--- src/rtl/lsu_pkg.sv ---
// Shared state encoding, funct3 constants and byte-lane helpers for the
// MEM-stage load/store unit.
package lsu_pkg;

  typedef enum logic [1:0] {
    S_IDLE,
    S_REQ,
    S_RSP,
    S_DONE
  } lsu_state_e;

  localparam logic [2:0] F3_B  = 3'b000;
  localparam logic [2:0] F3_H  = 3'b001;
  localparam logic [2:0] F3_W  = 3'b010;
  localparam logic [2:0] F3_BU = 3'b100;
  localparam logic [2:0] F3_HU = 3'b101;

  // Unused funct3 encodings are reported as misaligned so they never reach the bus.
  function automatic logic is_misaligned(input logic [2:0] funct3, input logic [1:0] offset);
    case (funct3)
      F3_B, F3_BU: return 1'b0;
      F3_H, F3_HU: return offset[0];
      F3_W:        return offset != 2'b00;
      default:     return 1'b1;
    endcase
  endfunction

  function automatic logic [3:0] byte_enable(input logic [2:0] funct3, input logic [1:0] offset);
    case (funct3[1:0])
      2'b00:   return 4'b0001 << offset;
      2'b01:   return 4'b0011 << {offset[1], 1'b0};
      default: return 4'b1111;
    endcase
  endfunction

  function automatic logic [31:0] store_lanes(input logic [2:0] funct3, input logic [31:0] data);
    case (funct3[1:0])
      2'b00:   return {4{data[7:0]}};
      2'b01:   return {2{data[15:0]}};
      default: return data;
    endcase
  endfunction

endpackage

--- src/rtl/lsu_load_align.sv ---
// Selects the addressed byte/halfword lane of a returned load word and
// sign- or zero-extends it according to funct3.
module lsu_load_align
  import lsu_pkg::*;
(
  input  logic [31:0] rdata,
  input  logic [1:0]  offset,
  input  logic [2:0]  funct3,
  output logic [31:0] data
);

  logic [7:0]  byte_lane;
  logic [15:0] half_lane;

  always_comb begin
    byte_lane = 8'(rdata >> {offset, 3'b000});
    half_lane = offset[1] ? rdata[31:16] : rdata[15:0];
    case (funct3)
      F3_B:    data = {{24{byte_lane[7]}}, byte_lane};
      F3_BU:   data = {24'b0, byte_lane};
      F3_H:    data = {{16{half_lane[15]}}, half_lane};
      F3_HU:   data = {16'b0, half_lane};
      default: data = rdata;
    endcase
  end

endmodule

--- src/rtl/mem_stage_lsu.sv ---
// MEM-stage load/store unit: drives the req/gnt/rvalid data bus and stalls the
// pipeline until each access completes. Bus watchdog enabled by MEM_STAGE_TIMEOUT_EN.
module mem_stage_lsu
  import lsu_pkg::*;
#(
  parameter int unsigned TIMEOUT_CYC = 255
) (
  input  logic        clk,
  input  logic        reset,
  input  logic        in_valid,
  input  logic [31:0] in_alu_out,
  input  logic [31:0] in_store_data,
  input  logic [2:0]  in_funct3,
  input  logic        in_mem_read,
  input  logic        in_mem_write,
  input  logic [4:0]  in_rd,
  input  logic        in_mem_to_reg,
  input  logic        in_write_enable,
  output logic        dmem_req,
  output logic        dmem_we,
  output logic [31:0] dmem_addr,
  output logic [31:0] dmem_wdata,
  output logic [3:0]  dmem_be,
  input  logic        dmem_gnt,
  input  logic        dmem_rvalid,
  input  logic [31:0] dmem_rdata,
  output logic        stall,
  output logic        out_valid,
  output logic [31:0] out_alu_out,
  output logic [31:0] out_mem_out,
  output logic [4:0]  out_rd,
  output logic        out_mem_to_reg,
  output logic        out_write_enable,
  output logic        out_misaligned,
  output logic        out_bus_error
);

  lsu_state_e  state_q, state_d;
  logic [31:0] load_q, load_aligned;
  logic        is_mem, is_load, misaligned;
  logic        capture, req, stall_c, valid_c, misal_c, done_c;
  logic        timeout, bus_err;

  assign is_mem     = in_valid & (in_mem_read | in_mem_write);
  assign is_load    = in_mem_read;
  assign misaligned = is_misaligned(in_funct3, in_alu_out[1:0]);

  lsu_load_align u_load_align (
    .rdata  (dmem_rdata),
    .offset (in_alu_out[1:0]),
    .funct3 (in_funct3),
    .data   (load_aligned)
  );

  always_ff @(posedge clk or negedge reset) begin
    if (!reset) begin
      state_q <= S_IDLE;
      load_q  <= '0;
    end else begin
      // NOTE: non-blocking assignments keep every register updating from pre-edge values.
      state_q <= state_d;
      if (capture) load_q <= load_aligned;
    end
  end

  always_comb begin
    // NOTE: every signal gets a default first so no branch leaves a latch behind.
    state_d = state_q;
    capture = 1'b0;
    req     = 1'b0;
    stall_c = 1'b0;
    valid_c = 1'b0;
    misal_c = 1'b0;
    done_c  = 1'b0;
    case (state_q)
      S_IDLE: begin
        if (!is_mem) begin
          valid_c = in_valid;
        end else if (misaligned) begin
          valid_c = 1'b1;
          misal_c = 1'b1;
        end else begin
          req     = 1'b1;
          stall_c = 1'b1;
          if (dmem_gnt) state_d = is_load ? S_RSP : S_DONE;
          else          state_d = S_REQ;
        end
      end
      S_REQ: begin
        req     = 1'b1;
        stall_c = 1'b1;
        if (dmem_gnt) begin
          if (!is_load) begin
            state_d = S_DONE;
          end else if (dmem_rvalid) begin
            capture = 1'b1;
            state_d = S_DONE;
          end else begin
            state_d = S_RSP;
          end
        end else if (timeout) begin
          state_d = S_DONE;
        end
      end
      S_RSP: begin
        stall_c = 1'b1;
        if (dmem_rvalid) begin
          capture = 1'b1;
          state_d = S_DONE;
        end else if (timeout) begin
          state_d = S_DONE;
        end
      end
      S_DONE: begin
        valid_c = 1'b1;
        done_c  = 1'b1;
        state_d = S_IDLE;
      end
      default: state_d = S_IDLE;
    endcase
  end

`ifdef MEM_STAGE_TIMEOUT_EN
  logic [7:0] cnt_q;
  logic       err_q;

  assign timeout = (cnt_q == 8'(TIMEOUT_CYC - 1));
  assign bus_err = err_q;

  // Counter restarts on every IDLE exit; the error flag is frozen through DONE.
  always_ff @(posedge clk or negedge reset) begin
    if (!reset) begin
      cnt_q <= '0;
      err_q <= 1'b0;
    end else begin
      if (state_q == S_IDLE)      cnt_q <= '0;
      else if (state_q != S_DONE) cnt_q <= cnt_q + 8'd1;
      if (state_q != S_DONE)
        err_q <= timeout & (((state_q == S_REQ) & ~dmem_gnt) |
                            ((state_q == S_RSP) & ~dmem_rvalid));
    end
  end
`else
  localparam int unsigned timeout_unused = TIMEOUT_CYC;
  assign timeout = 1'b0;
  assign bus_err = 1'b0;
`endif

  // Everything is forced low while reset is held, including the passthroughs.
  assign dmem_req         = reset & req;
  assign dmem_we          = dmem_req & ~is_load;
  assign dmem_addr        = dmem_req ? {in_alu_out[31:2], 2'b00} : '0;
  assign dmem_be          = dmem_req ? byte_enable(in_funct3, in_alu_out[1:0]) : '0;
  assign dmem_wdata       = dmem_we ? store_lanes(in_funct3, in_store_data) : '0;
  assign stall            = reset & stall_c;
  assign out_valid        = reset & valid_c;
  assign out_alu_out      = reset ? in_alu_out : '0;
  assign out_rd           = reset ? in_rd : '0;
  assign out_mem_to_reg   = reset & in_mem_to_reg;
  assign out_mem_out      = (out_valid & done_c & is_load & ~bus_err) ? load_q : '0;
  assign out_write_enable = out_valid & in_write_enable & ~misal_c & ~(done_c & bus_err);
  assign out_misaligned   = reset & misal_c;
  assign out_bus_error    = out_valid & done_c & bus_err;

endmodule
--- config.mk ---
export PLATFORM = sky130hd
export DESIGN_NAME = mem_stage_lsu
export DESIGN_NICKNAME = d
export VERILOG_FILES = /design/src/rtl/lsu_pkg.sv /design/src/rtl/lsu_load_align.sv /design/src/rtl/mem_stage_lsu.sv
export SDC_FILE = /design/constraint.sdc
export NUM_CORES = 1
export LEC_CHECK = 0
export BUFFER_PORTS_ARGS = -buffer_cell sky130_fd_sc_hd__buf_2
export CORE_AREA = 2 2 99 101
export CTS_BUF_LIST = sky130_fd_sc_hd__clkbuf_2 sky130_fd_sc_hd__clkbuf_4 sky130_fd_sc_hd__clkbuf_8
export DETAILED_ROUTE_END_ITERATION = 10
export DIE_AREA = 0 0 101 103
export PLACE_DENSITY = 0.76
export SYNTH_ARGS = -nofsm -noshare
export SYNTH_HDL_FRONTEND = slang
export SYNTH_SLANG_ARGS = --single-unit
export TNS_END_PERCENT = 5
--- constraint.sdc ---
create_clock -name clk -period 4.5 [get_ports clk]
set_input_delay 0 -clock clk [delete_from_list [all_inputs] [get_ports clk]]
set_output_delay 0 -clock clk [all_outputs]
set_load 0.02 [all_outputs]
==> results.cfg <==
[power_and_ir_drop]
finalPower_w = 0.00183
leakage_nw = 2.80
clkPwrFrac = 0.145
p_per_area_nw_per_um2 = 378
p_sw_frac = 0.461
p_switching_w = 0.000843
power.share.combinational = 0.565
power_frac_seq = 0.289
power.internal_w = 0.000985
ir_worst_vdd_mv = 0.162

[cts]
clock_sinks = 34
clk_latency_ns = 0.29
cts_root_buf = clkbuf_8
cts_buffers = 5
cts_tree = yes
clockBufferDepth = 2
post_cts_buffers = 0
clk_pin_slew_ns = 0.07
htreeDepth = 2

[critical_path]
worst_setup_path_start_kind = register
cp_slowest_cell = nand3_1
cp.required_ns = 4.62
slowest_delay_ns = 0.63
crit_type = register to register
arrival_ns = 2.70
cp_cell_sequence = inv_1 > ha_1 > a31o_2 > nand3_1 > a211oi_2 > a221oi_1
endpoint_kind = register
cp_max_fo = 24

[grt]
grt_pass1_wl_um = 20300
overflow = 0
grt_pass1_vias = 3916
antenna_found_initial = 0
grt_max_degree = 40
grt_util_all_layers = 0.249

[synthesis]
ys_top_cells_by_area = dfrtp_1 25%, and2_1 12%, nor2b_1 6.3%, nor2_1 5.5%, nand2_1 5.1%
ys_ff_latch = 34
yosysWarnings = 0
synthTopCellsByCount = 69 x and2_1, 51 x nor2_1, 47 x nand2_1, 35 x nor2b_1, 34 x dfrtp_1
synthCells = 472
synth_edf_count = 0
avgSynthCellArea_sq_um = 7.32
ys_types = 49
syn-cell-area_sq_um = 3450
yosys.area.top_type = dfrtp_1
yosys.cell_count.top_type = and2_1
async_flop_share = 1.00
synth_flop_cell = dfrtp_1
yosysTopAreaCellShare = 0.246
ys_seq_area_frac = 0.246

[status]
failed_checks = hold timing
outcome = finished, violations left

[routing]
viasPerCell = 5.19
drt_iter0_markers = 202
route.detailed.drc = 0
firstDrtPassIters = 5
wirelength_um = 13700
wl_per_cell_um = 16.9
antenna_left = 0
routed-via-count = 4229

[place]
dp_hpwl_um = 10800
port_buffers = 254
routabilityCongestion = 0.921

[timing]
worst_pin_slew_ns = 1.13
setup_violations = 0
rsz0062_at_grt = no
timing.setup.tns_ns = 0
final.setup_skew_ns = 0.00332
fmax_mhz = 387
slew_headroom = 0.247
holdWs_ns = -0.00146
fin_crit_sh = 0.574
finalCriticalPeriod_ns = 2.58
hold_viol_final = 1
finalMaxSlewViolations = 0

[floorplan]
core_area_sq_um = 9460
start_util = 0.365
dieArea_sq_um = 10400
die_w_um = 101
die_y_um = 103
pin_count = 258
rows = 36

[final_layout]
nFillCells = 943
nets = 818
syn_to_final_growth_pct = 40.1
n_antenna_cell = 0
drive_above_1_share = 0.424

[worst_hold_path]
hold_class = input pin to register

[run]
maxCapViolCount = 0
## worst max-delay path, delay by kind of cell, from the launching register on
family          cells  cell delay [ns]
compound gates      3             0.97
fa+ha+maj           1             0.28
buf+inv             1             0.10
flops               1             0.43
simple gates        1             0.63
## final timing paths
kind	start	to	slack [ns]	cells past startpoint
min in group asynchronous	reset	load_q[19]	0.20	2
worst min-delay path	dmem_rdata[18]	load_q[18]	-0.001	3
worst max register to register	state_q[1]	load_q[8]	1.92	6
max in group asynchronous	reset	state_q[0]	3.97	2
worst min register to register	load_q[7]	load_q[7]	0.49	2
worst max-delay path	state_q[1]	load_q[8]	1.92	6
## cell type report
| cell class | instances | area (sq um) | share of cell area |
|---|---|---|---|
| clock buffer | 8 | 110 | 0.0228 |
| inverter | 18 | 67.6 | 0.0140 |
| multi-input combinational | 380 | 2340 | 0.483 |
| sequential | 34 | 851 | 0.176 |
| tap | 114 | 143 | 0.0295 |
| timing repair buffer | 261 | 1330 | 0.275 |
## power by group through the flow
stage               clock (W)  combinational, W  sequential (W)
floorplan                   0          0.000731        0.000501
global placement            0          0.000988        0.000528
detailed placement          0           0.00103        0.000533
CTS                  0.000270           0.00103        0.000528
global route         0.000285           0.00114        0.000546
finish               0.000266           0.00103        0.000529
## routing by layer
| layer | vias up | GRT usage | part of all wire |
|---|---|---|---|
| li1 | 2041 | - | - |
| met1 | 1970 | 0.321 | 0.42 |
| met2 | 198 | 0.437 | 0.49 |
| met3 | 20 | 0.0461 | 0.075 |
| met4 | 0 | 0.0520 | 0.013 |
| met5 | - | 0 | 0 |
## flip-flops by register name, summed over array words and instances, names as in the netlist
register  cells
load_q       32
state_q       2
## what timing repair did
| item | CTS | global route |
|---|---|---|
| endpoints found under the hold margin | 3 | 0 |
| hold buffers | 3 | 0 |
| gates resized for setup | 0 | 0 |
| endpoints found under the setup margin | 0 | 0 |
## layout by cell type, fill, tap and decap left out, types with 2 or more instances in the layout
master,netlist,final
a21o_1,3,3
a21oi_1,31,31
a221oi_1,4,4
a22o_1,6,6
a31o_2,4,4
a31oi_1,3,3
and2_1,69,69
and3_1,2,2
buf_2,14,254
buf_4,5,4
clkbuf_8,0,8
conb_1,1,3
dfrtp_1,34,34
dlygate4sd3_1,0,3
ha_1,5,5
inv_1,17,17
mux2_1,3,3
mux2_2,7,7
mux2i_1,17,17
nand2_1,47,47
nand3_1,30,30
nand3_2,10,10
nor2_1,51,50
nor2_2,1,2
nor2b_1,35,35
nor3_1,4,4
nor4bb_1,3,3
o21ai_0,11,11
o21ai_1,4,4
o22a_1,6,6
or2_2,2,2
or3_1,4,4
## per-stage QoR
step | utilization | area [sq um] | hold slack, ns | setup WS, ns | std cells
2_1_floorplan | - | 3460 | -0.296 | 2.78 | 474
6_report | 0.512 | 4840 | -0.00146 | 1.92 | 815
4_1_cts | 0.512 | 4840 | 0.000259 | 1.93 | 815
3_3_place_gp | 0.497 | 4700 | 0.271 | 2.02 | 804
5_1_grt | 0.512 | 4840 | 0.0139 | 1.67 | 815
3_5_place_dp | 0.497 | 4700 | 0.269 | 1.93 | 804
## kinds of logic after synthesis
family,count (synthesis),share of synthesized area
compound gates,81,0.153
fa+ha+maj,5,0.0181
buf+inv,60,0.0800
flops,34,0.246
mux,28,0.0884
other cells,1,0.00109
simple gates,263,0.413
No activity file was read; power rests on OpenSTA's default activity.
